### config.mk
export PLATFORM = sky130hd
export DESIGN_NAME = snespad_events
export DESIGN_NICKNAME = d
export VERILOG_FILES = /design/src/rtl/snespad_events.sv
export SDC_FILE = /design/constraint.sdc
export NUM_CORES = 1
export LEC_CHECK = 0
export ABC_AREA = 1
export CORE_ASPECT_RATIO = 1.2
export CORE_MARGIN = 5
export CORE_UTILIZATION = 55
export DETAILED_ROUTE_END_ITERATION = 6
export PLACE_DENSITY = 0.77
export REMOVE_ABC_BUFFERS = 1
export SLEW_MARGIN = 10
export SYNTH_ARGS = -nofsm -noshare
export SYNTH_HDL_FRONTEND = slang
export SYNTH_SLANG_ARGS = --single-unit
### constraint.sdc
create_clock -name clk_i -period 2.3 [get_ports clk_i]
set_input_delay 0.46 -clock clk_i [delete_from_list [all_inputs] [get_ports clk_i]]
set_output_delay 0.46 -clock clk_i [all_outputs]
set_load 0.02 [all_outputs]
### src/rtl/snespad_events.sv
// rtl/snespad_events.sv - SNES pad debouncer with press/release event FIFO
//
// Debounces each tracked pad button over consecutive accepted samples.
// After every accepted sample, a 16-cycle scan pushes one event per button
// that flipped into a show-ahead FIFO.
//
// Ports:
//   clk_i        clock
//   rstn_i       asynchronous active-low reset
//   pad_data_i   sampled pad word, active-low buttons (bit 15 = B ... bit 4 = R)
//   pad_valid_i  one-cycle strobe for pad_data_i; ignored while busy_o is high
//   buttons_o    debounced button state, active-high
//   busy_o       scan in progress
//   ev_valid_o   FIFO head valid
//   ev_ready_i   consumer accepts the head
//   ev_data_o    {pressed, index[3:0]}
//   overflow_o   sticky lost-event flag
//   ovf_clr_i    clears overflow_o (a same-cycle drop wins)
module snespad_events #(
    parameter int          DEBOUNCE   = 3,
    parameter int          FIFO_DEPTH = 8,
    parameter logic [15:0] BTN_MASK   = 16'hFFF0
) (
    input  logic        clk_i,
    input  logic        rstn_i,
    input  logic [15:0] pad_data_i,
    input  logic        pad_valid_i,
    output logic [15:0] buttons_o,
    output logic        busy_o,
    output logic        ev_valid_o,
    input  logic        ev_ready_i,
    output logic [4:0]  ev_data_o,
    output logic        overflow_o,
    input  logic        ovf_clr_i
);

    localparam int CW = $clog2(DEBOUNCE + 1);
    localparam int AW = $clog2(FIFO_DEPTH);

    typedef enum logic {
        S_IDLE,
        S_SCAN
    } state_t;

    state_t      state, state_nxt;
    logic [3:0]  idx, idx_nxt;
    logic [15:0] change;
    logic [CW-1:0] cnt [16];
    logic        accept;
    logic        push;
    logic        scan_done;
    logic [4:0]  push_data;

    assign accept    = pad_valid_i && (state == S_IDLE);
    assign busy_o    = (state == S_SCAN);
    assign push_data = {buttons_o[idx], idx};

    // Scanner: walks idx 15 down to 0, one bit per cycle.
    always_ff @(posedge clk_i or negedge rstn_i) begin
        if (!rstn_i) begin
            state <= S_IDLE;
            idx   <= 4'd0;
        end else begin
            state <= state_nxt;
            idx   <= idx_nxt;
        end
    end

    always_comb begin
        state_nxt = state;
        idx_nxt   = idx;
        push      = 1'b0;
        scan_done = 1'b0;
        case (state)
            S_IDLE: begin
                if (accept) begin
                    state_nxt = S_SCAN;
                    idx_nxt   = 4'd15;
                end
            end
            S_SCAN: begin
                push    = change[idx];
                idx_nxt = idx - 4'd1;
                if (idx == 4'd0) begin
                    state_nxt = S_IDLE;
                    scan_done = 1'b1;
                end
            end
            default: state_nxt = S_IDLE;
        endcase
    end

    // Debounce: a disagreeing sample bumps the counter; DEBOUNCE in a row
    // flips the button and flags it for the scan. Any agreeing sample restarts.
    always_ff @(posedge clk_i or negedge rstn_i) begin
        if (!rstn_i) begin
            buttons_o <= 16'h0000;
            change    <= 16'h0000;
            for (int i = 0; i < 16; i++) cnt[i] <= '0;
        end else if (accept) begin
            for (int i = 0; i < 16; i++) begin
                if (BTN_MASK[i]) begin
                    // pad bit is active-low, so differing from buttons_o means agreement
                    if (pad_data_i[i] != buttons_o[i]) begin
                        cnt[i]    <= '0;
                        change[i] <= 1'b0;
                    end else if (cnt[i] == CW'(DEBOUNCE - 1)) begin
                        buttons_o[i] <= ~pad_data_i[i];
                        cnt[i]       <= '0;
                        change[i]    <= 1'b1;
                    end else begin
                        cnt[i]    <= cnt[i] + CW'(1);
                        change[i] <= 1'b0;
                    end
                end
            end
        end else if (scan_done) begin
            change <= 16'h0000;
        end
    end

    // Event FIFO with one extra pointer bit to tell full from empty.
    logic [4:0]  mem [FIFO_DEPTH];
    logic [AW:0] wr_ptr, rd_ptr;
    logic        empty, full, pop, push_ok, drop;

    assign empty   = (wr_ptr == rd_ptr);
    assign full    = (wr_ptr[AW] != rd_ptr[AW]) && (wr_ptr[AW-1:0] == rd_ptr[AW-1:0]);
    assign pop     = ev_valid_o && ev_ready_i;
    // A full FIFO still takes the push when the head leaves the same cycle.
    assign push_ok = push && (!full || pop);
    assign drop    = push && full && !pop;

    assign ev_valid_o = !empty;
    assign ev_data_o  = empty ? 5'd0 : mem[rd_ptr[AW-1:0]];

    always_ff @(posedge clk_i) begin
        if (push_ok) mem[wr_ptr[AW-1:0]] <= push_data;
    end

    always_ff @(posedge clk_i or negedge rstn_i) begin
        if (!rstn_i) begin
            wr_ptr     <= '0;
            rd_ptr     <= '0;
            overflow_o <= 1'b0;
        end else begin
            if (push_ok) wr_ptr <= wr_ptr + 1'b1;
            if (pop)     rd_ptr <= rd_ptr + 1'b1;
            if (drop)
                overflow_o <= 1'b1;
            else if (ovf_clr_i)
                overflow_o <= 1'b0;
        end
    end

endmodule

==> results of run 1 <==
==> cell usage in the layout (no fill, tap or decap), drive strengths merged <==
| cell | netlist | layout |
|---|---|---|
| o22ai | 9 | 9 |
| or2 | 1 | 1 |
| nor2 | 60 | 60 |
| o21ai | 83 | 83 |
| conb | 1 | 4 |
| nand2 | 52 | 52 |
| nand3 | 48 | 48 |
| inv | 55 | 55 |
| clkinv | 0 | 4 |
| edfxtp | 40 | 40 |
| nand4 | 5 | 5 |
| a21oi | 9 | 9 |
| clkdlybuf4s50 | 0 | 29 |
| a31oi | 5 | 5 |
| dfrtp | 62 | 62 |
| xnor2 | 4 | 4 |
| buf | 13 | 29 |
| ha | 3 | 3 |
| a22oi | 1 | 1 |
| xor2 | 17 | 17 |
| clkbuf | 10 | 15 |
==> final cells by class <==
class                   count  area (µm²)
repair buffers             61         547
clock inverters             4        31.3
flip-flops and latches    102        2760
well taps                 114         143
fillers                   683        2780
multi-input cells         301        1580
inverters                  55         209
clock buffers              12         156
==> sequential cells by signal, summed over array words and instances, names as in the netlist <==
signal and count:
mem 40, cnt 24, buttons_o 12, change 12, idx 4, rd_ptr 4, wr_ptr 4, busy_o 1
overflow_o 1
==> report_power, final <==
group	total, µW	switching, µW	leakage (µW)	internal, µW
clock network	1070	600	0.0000957	465
registers	2880	360	0.00117	2520
logic	3060	1900	0.000992	1160
total	7000	2860	0.00226	4140
==> cell families (layout without fill, tap and decap cells) <==
| logic type | count (synthesis) | in the layout | synth area share, % |
|---|---|---|---|
| AND/OR/NAND/NOR | 166 | 166 | 16.7 |
| adder cells (fa/ha/maj) | 3 | 3 | 0.805 |
| other | 1 | 4 | 0.0804 |
| XOR/XNOR | 21 | 21 | 3.94 |
| flip-flops | 102 | 102 | 59.0 |
| buffers and inverters | 78 | 132 | 7.48 |
| AO/OA/AOI/OAI | 107 | 107 | 12.0 |
==> routing by layer <==
layer	vias to the layer above	part of all wire (%)	global-route usage [%]
li1	1697	-	-
met1	1631	43	24.9
met2	60	53	34.7
met3	12	3.1	2.31
met4	0	1.6	8.96
met5	-	0	0
==> timing repair <==
| item | CTS | global route |
|---|---|---|
| setup buffers | 0 | 1 |
| endpoints found under the setup margin | 6 | 6 |
| hold buffers | 0 | 0 |
| pin swaps | 0 | 1 |
| gates resized for setup | 23 | 16 |
==> worst max path at each step <==
stage	slack [ns]	end	depth (start not counted)	start
finish	0.08	ev_data_o[0]	8	rd_ptr[0]
global route	-0.06	ev_data_o[0]	8	rd_ptr[0]
CTS	-0.1	ev_data_o[4]	6	rd_ptr[0]
detailed placement	-0.15	ev_data_o[4]	6	rd_ptr[0]
global placement	-0.06	ev_data_o[0]	6	rd_ptr[0]
floorplan	0.23	ev_data_o[0]	5	rd_ptr[0]
==> critical path, cell delays in order (launching register included) <==
cell	delay, ns
dfrtp_2	0.47
xnor2_1	0.16
nand2_1	0.08
nor2_2	0.12
nand2_2	0.11
buf_4	0.16
o21ai_2	0.06
a31oi_1	0.06
buf_2	0.18
==> stage by stage <==
step                      setup TNS (ns)  instance area [µm²]  cells  util [%]  hold slack, ns
after floorplan                        0                 4530    458         -           0.164
after global placement            -0.100                 5240    632      63.9           0.458
after detailed placement          -0.422                 5240    632      63.9           0.467
after CTS                         -0.120                 5430    648      66.3           0.118
after global routing             -0.0960                 5420    649      66.1           0.161
final                                  0                 5420    649      66.1           0.110
==> results.md, run 1 <==
* Status: complete, no violations
* Buffers on Ports at 36
* #FFs+latches synth at approximately 100
* First-pass DRT Iterations at 4
* Worst Setup Path Type: reg -> out
* Syn Area/Cell at between 9 and 10 µm²
* Prevailing post-synth register cell: dfrtp_1
* Yosys warnings at 4
* Hold violation count in the final report at 0
* Max-Cap Viols at 0
* Power Dens Cells at 1290 nW/µm²
* Ratio of cells with drive above 1 in the final layout at roughly 14%
* Ys async rst share at about three fifths
* Worst EP arrival at ~1.8 ns
* Final setup skew at roughly 0.013 ns
* HP Class: in -> async
* Initial antenna violation count at 0
* Worst setup SP type: flip-flop
* Synth Instances at about 480
* Top cells by count, synth: o21ai_0, dfrtp_1, inv_1
* Core Box Area at 8200 µm²
* Reg2reg path depth at 8
* Die height at ~110 µm
* Main area contributors after synthesis: dfrtp_1, edfxtp_1, o21ai_0, nand3_1, inv_1
* RSZ-0062 raised after global routing: true
* Post-Place Worst Slack at -0.152 ns
* Top-count cell post-synth: o21ai_0
* R2r setup slk at ~0.26 ns
* Post-DRT Antenna Nets at 0
* Req. time, crit path at 1.84 ns
* Sequential cell area fraction in the yosys report at between 50% and 60%
* Reg2Reg Capture Point: mem[1][4]
* Final wirelength at around 9500 µm
* Unique masters post-synth at 29
* Worst slew pin tran at around 0.64 ns
* Starting Density at 56.9%
* Placer Congestion at between 0.8 and 0.9
* Max Fclk at 450 MHz
* Max rail drop VDD at 613 µV
* Final setup violation count at 0
* Crit path time final at between 2 and 2.5 ns
* I/O pin total at 45
* Period utilization at 96.6%
* Die area at roughly 10000 µm²
* Cts bufs inserted at 9
* Via-to-Cell Ratio at approximately 5.2
* CTS Sinks at 102
* CTS H-tree depth at 3
* Reg2reg start: idx[0]
* CTS tree: yes
* Overflow after GRT at 0
* Number of synthesized flops with an enable pin at 40
* CP Max Fanout at 6
* Initial drt markers at around 220
* Clock-pin slew on the worst setup and hold paths at about 0.10 ns
* Drt drc at 0
* Synth Cell Area at between 4000 and 5000 µm²
* GRT Overall Usage at 20.1%
* First-pass GRT wire length at between 15000 and 20000 µm
* Detailed-route via count at 3400
* Fin nets at roughly 550
* Clk buf depth at 2
* Row cnt at 36
* Largest area contributor in the netlist: dfrtp_1
* Final total power at approximately 7000 µW
* Leakage at between 0.002 and 0.0025 µW
* Vias in the first global route at about 3600
* CP endpoint kind: output pin
* N_diodes at 0
* Root Driver: clkbuf_8
* Die width at approximately 94 µm
* Clk_lat worst skew at about 0.36 ns
* Yosys top cell area share at between 30% and 40%
* WL/cell at 14.7 µm
* Setup ws final at 0.0784 ns
* Largest net degree at the start of global routing at 37
* Dpl hpwl at ~7000 µm
* Layout area overhead at 16.2%
* Fin. max-slew vios at 0
* Slew headroom at between 50% and 60%
No activity file was read; power rests on OpenSTA's default activity.
==> run 2: changes to the inputs <==
CORE_UTILIZATION = 57   (was 55)
PLACE_DENSITY = 0.8   (was 0.77)
==> run 2 against run 1 <==
Against the previous run: via count is 1.6% lower; sequential cell count unchanged; core utilization grew 0.33 points; die area fell by 3.2%; non-clock buffer count fell by 6; routed wire length down 6.4%; sequential share of layout area increased by 0.62 points; register-to-register slack improved by 0.03 ns; first-iteration DRC count fell by 29%; cell count shrank 3.9%; critical endpoint is now ev_data_o[2]; largest cell class unchanged; largest power group unchanged.
==> results.md, run 2 (synthesized netlist as in run 1, its figures left out) <==
* Clk buf depth at 2
* Root Driver: clkbuf_8
* Detailed-route via count at approximately 3300
* RSZ-0062 raised after global routing: true
* Via-to-Cell Ratio at around 5.4
* Most common cell after layout, fill and taps aside: o21ai_0
* CP Max Fanout at 20
* Die height at ~110 µm
* Final hold slack at 0.0909 ns
* Core Box Area at 8060 µm²
* Cts bufs inserted at 9
* Max reg flops at 40
* First-pass GRT wire length at roughly 16000 µm
* Worst setup SP type: flip-flop
* Max Fclk at 455 MHz
* Placer Congestion at ~0.84
* Max rail drop VDD at 654 µV
* N_diodes at 0
* Period utilization at 95.6%
* Reg2reg path depth at 8
* Drt drc at 0
* Max-Cap Viols at 0
* Req. time, crit path at around 1.8 ns
* Dpl hpwl at 6470 µm
* Final wirelength at 8940 µm
* # hold bufs at CTS at 0
* I/O pin total at 45
* Initial antenna violation count at 0
* Commonest non-fill, non-tap cells in the layout: o21ai_0, dfrtp_1, inv_1, nor2_1, nand3_1
* Largest net degree at the start of global routing at 38
* CTS tree: yes
* Starting Density at between 50% and 60%
* Hold violation count in the final report at 0
* Worst EP arrival at about 1.7 ns
* Clock-pin slew on the worst setup and hold paths at 0.10 ns
* Crit path time final at ~2.2 ns
* Worst slew pin tran at between 0.6 and 0.7 ns
* Reg2reg start: idx[0]
* Final setup skew at approximately 0.012 ns
* Vias in the first global route at roughly 3400
* GRT Overall Usage at between 15 and 20%
* DP Area at ~5200 µm²
* Slew headroom at about three fifths
* Multi-input gate area at about 1600 µm²
* Power Dens Cells at 1280 nW/µm²
* Layout area overhead at 14.8%
* Fin. max-slew vios at 0
* First-pass DRT Iterations at 4
* Clk_lat worst skew at 0.36 ns
* Row cnt at 36
* Post-DRT Antenna Nets at 0
* FILL cells at 625
* Initial drt markers at 153
* CP endpoint kind: output pin
* Total area of sequential cells at around 2800 µm²
* Fin nets at 548
* Reg2Reg Capture Point: mem[6][1]
* Overflow after GRT at 0
* Worst Setup Path Type: reg -> out
* Leakage at around 0.0022 µW
* Ratio of cells with drive above 1 in the final layout at about an eighth
* Status: complete, no violations
* Die width at about 90 µm
* Final setup violation count at 0
* WL/cell at around 14 µm
* R2r setup slk at 0.29 ns
* Buffers on Ports at 36
* Die area at just over 10000 µm²
* Design Area, Final at 5360 µm²
* CTS Sinks at between 100 and 150
* CTS H-tree depth at 3
* HP Class: in -> async
[run 2: critical path, stage by stage, from the launching register on]
cell	delay, ns
dfrtp_2	0.47
buf_12	0.17
o21ai_0	0.10
o22ai_1	0.21
o21ai_0	0.11
a31oi_1	0.15
buf_4	0.16
[run 2: cell type report]
cell class                 instances  area share, %
sequential                       102           51.5
multi-input combinational        301           29.5
timing repair buffer              55           9.65
inverter                          55           3.90
clock buffer                      12           2.71
tap                               95           2.22
clock inverter                     4          0.584
[run 2: what timing repair did]
item                       CTS  global route
setup endpoints to repair    6             6
gates resized for setup     26            16
buffers inserted             1             0
[run 2: through the flow]
stage	setup TNS [ns]	utilization, %	cells	total power (µW)	setup WS, ns
5_1_grt	-0.0184	66.4	624	7440	-0.00953
3_5_place_dp	-0.259	64.1	607	5890	-0.102
6_report	0	66.4	624	6880	0.101
2_1_floorplan	0	-	458	4720	0.228
4_1_cts	0	66.5	624	6900	0.0123
3_3_place_gp	-0.0845	64.1	607	5770	-0.0416
[run 2: routing by layer]
layer | up-vias | routed length, µm | global-route usage [%]
met5 | - | 0 | 0
met4 | 0 | 123 | 6.05
met3 | 11 | 316 | 3.59
met2 | 60 | 4530 | 33.6
met1 | 1594 | 3970 | 25.0
li1 | 1680 | - | -
[run 2: worst max path at each step]
stage / slack [ns] / from / end
finish: 0.10 / rd_ptr[0] / ev_data_o[2]
global route: -0.01 / rd_ptr[0] / ev_data_o[1]
CTS: 0.01 / rd_ptr[0] / ev_data_o[3]
detailed placement: -0.10 / rd_ptr[0] / ev_data_o[2]
global placement: -0.04 / rd_ptr[0] / ev_data_o[2]
floorplan: 0.23 / rd_ptr[0] / ev_data_o[0]
[run 2: power breakdown]
group,switching [µW],internal (µW)
clock,598,431
sequential,373,2520
combinational,1840,1120
==> run 3: changes to the inputs <==
ABC_CLOCK_PERIOD_IN_PS = 2300   (was unset)
GPL_TIMING_DRIVEN = 0   (was unset)
==> run 3 against run 2 <==
Against the previous run: clock power increased by 9%; clock-buffer cell count decreased by 1; setup slack got worse by 0.088 ns; via count increased by 1.6%; sequential share of layout area increased by 0.36 points; register-to-register slack got worse by 0.13 ns; hold slack improved by 0.087 ns; die area unchanged; combinational power decreased by 5%; largest cell class unchanged.
==> results.md, run 3 (synthesized netlist as in run 1, its figures left out) <==
* Status: complete, no violations
* GRT Overall Usage at 20.2%
* Logic gate share of total power at 40.2%
* Placer Congestion at just under 0.8
* WL/cell at about 15 µm
* CP cell instances: xnor2_1 -> nand2_1 -> nor2_4 -> nand2_4 -> o21ai_0 -> a31oi_1 -> buf_4
* CP max stage cell: dfrtp_4
* Hold violation count in the final report at 0
* Fin nets at approximately 540
* Ratio of cells with drive above 1 in the final layout at 13.4%
* Die width at a little over 90 µm
* CTS H-tree depth at 3
* Power Dens Cells at around 1300 nW/µm²
* Max reg flops at 40
* # hold bufs at CTS at 0
* Root Driver: clkbuf_8
* Detailed-route via count at approximately 3400
* Initial drt markers at slightly above 200
* Sw Pwr at 2880 µW
* FILL cells at roughly 640
* Max Fclk at between 400 and 500 MHz
* Reg2reg start: idx[0]
* Worst Setup Path Type: reg -> out
* Via-to-Cell Ratio at around 5.5
* Clock-pin slew on the worst setup and hold paths at roughly 0.090 ns
* Largest net degree at the start of global routing at between 60 and 70
* Core Box Area at 8060 µm²
* CTS tree: yes
* Period utilization at 99.4%
* First-pass GRT wire length at roughly 16000 µm
* Pint at between 4000 and 5000 µW
* Max-Cap Viols at 0
* Final wirelength at between 9000 and 10000 µm
* CP endpoint kind: output pin
* Non-Filler Instances at 618
* Fin. max-slew vios at 0
* Sequential power share at between 40% and 50%
* Starting Density at between 50% and 60%
* Layout area overhead at 14.4%
* Drt drc at 0
* Cts bufs inserted at 9
* Die area at between 10000 and 15000 µm²
* Max stage delay on crit path at roughly 0.55 ns
* CTS Sinks at between 100 and 150
* Crit path time final at 2.29 ns
* First-pass DRT Iterations at 6
* Sum of buffers and inverters on the critical path at 1
* I/O pin total at 45
* Worst setup SP type: flip-flop
* Vias in the first global route at ~3400
* N_diodes at 0
* Overflow after GRT at 0
* Initial antenna violation count at 0
* CP Max Fanout at 8
* Critical path's top delay family: flip-flops
* Max rail drop VDD at ~600 µV
* Final setup violation count at 0
* Row cnt at 36
* Dpl hpwl at slightly above 6000 µm
* Leakage at roughly 0.0022 µW
* HP Class: in -> async
* Req. time, crit path at between 1.5 and 2 ns
* Worst slew pin tran at around 0.77 ns
* Die height at approximately 110 µm
* Worst EP arrival at 1.83 ns
* Clk buf depth at 2
* Final setup skew at roughly 0.0085 ns
* Net Sw Frac at 41.1%
* Clock Power Share at 16.0%
* Final total power at around 7000 µW
* Crit path from: rd_ptr[0]
* Most common cell after layout, fill and taps aside: o21ai_0
* Slew headroom at between 40% and 50%
* Buffers on Ports at 36
* DP Cell Count at approximately 600
* Clk_lat worst skew at around 0.36 ns
* RSZ-0062 raised after global routing: true
* Post-DRT Antenna Nets at 0
* Commonest non-fill, non-tap cells in the layout: o21ai_0, dfrtp_1, inv_1, nor2_1, nand3_1
## run 3: cell types whose count changed in the layout (fill, tap and decap cells not counted), moves of 2 or more
cell	delta
buf_12	-3
buf_4	-5
clkinvlp_4	+3
dfrtp_1	-2
dfrtp_4	+2
inv_4	-2
o21ai_0	-6
o21ai_1	+4
o21ai_2	+2
## run 3: path summary, 6_finish.rpt
path	depth (start not counted)	slack, ns	end
min in group clk_i	1	0.47	cnt[16]
setup / recovery	7	0.01	ev_data_o[4]
hold / removal	1	0.18	cnt[9]
hold reg to reg	1	0.47	cnt[16]
setup reg to reg	8	0.16	mem[6][1]
max in group asynchronous	1	1.54	idx[0]
## run 3: area by class of cell
cell class              instances  area (µm²)  share of cell area [%]
well taps                      95         119                    2.23
clock buffers                  11         141                    2.65
repair inverters                2        15.0                   0.281
repair buffers                 47         425                    7.98
inverters                      55         210                    3.94
flip-flops and latches        102        2760                    51.8
multi-input cells             301        1600                    30.0
clock inverters                 5        58.8                    1.10
## run 3: repair_timing
| action | 4_1_cts | 5_1_grt |
|---|---|---|
| gates resized for setup | 46 | 11 |
| buffers inserted | 10 | 1 |
| pin swaps | 2 | 6 |
| setup endpoints to repair | 59 | 14 |
| gates cloned | 2 | 0 |
| hold endpoints to repair | 0 | 0 |
## run 3: through the flow
stage	cell area (µm²)	worst slack (ns)	hold WS [ns]	TNS, ns	utilization, %
after floorplan	4530	0.228	0.164	0	-
after global routing	5330	-0.0926	0.228	-0.322	66.2
after global placement	5010	-1.17	0.458	-85.59	62.2
final	5330	0.0129	0.177	0	66.2
after detailed placement	5010	-0.824	0.465	-18.49	62.1
after CTS	5310	-0.0320	0.188	-0.0511	65.8
## run 3: metal layers
layer | vias to the layer above | global-route usage (%) | share of wire, %
met2 | 82 | 33.9 | 52
li1 | 1669 | - | -
met5 | - | 0 | 0
met1 | 1634 | 26.0 | 43
met4 | 0 | 8.70 | 1.4
met3 | 12 | 3.24 | 3.8
## run 3: worst register-to-register path, cell delays in order (launching register included)
cell and delay, ns:
dfrtp_4 0.58, inv_2 0.18, a21oi_2 0.14, o21ai_1 0.09, nand2_1 0.10, nand2_2 0.08, nand2_4 0.11, nand3_4 0.18
nor2_2 0.35
## run 3: power by group through the flow
stage               registers, µW  clock network, µW  logic, µW
finish                       3070               1120       2820
global route                 3150               1230       3150
CTS                          3060               1140       2770
detailed placement           3130                  0       2550
global placement             3090                  0       2440
floorplan                    3000                  0       1720
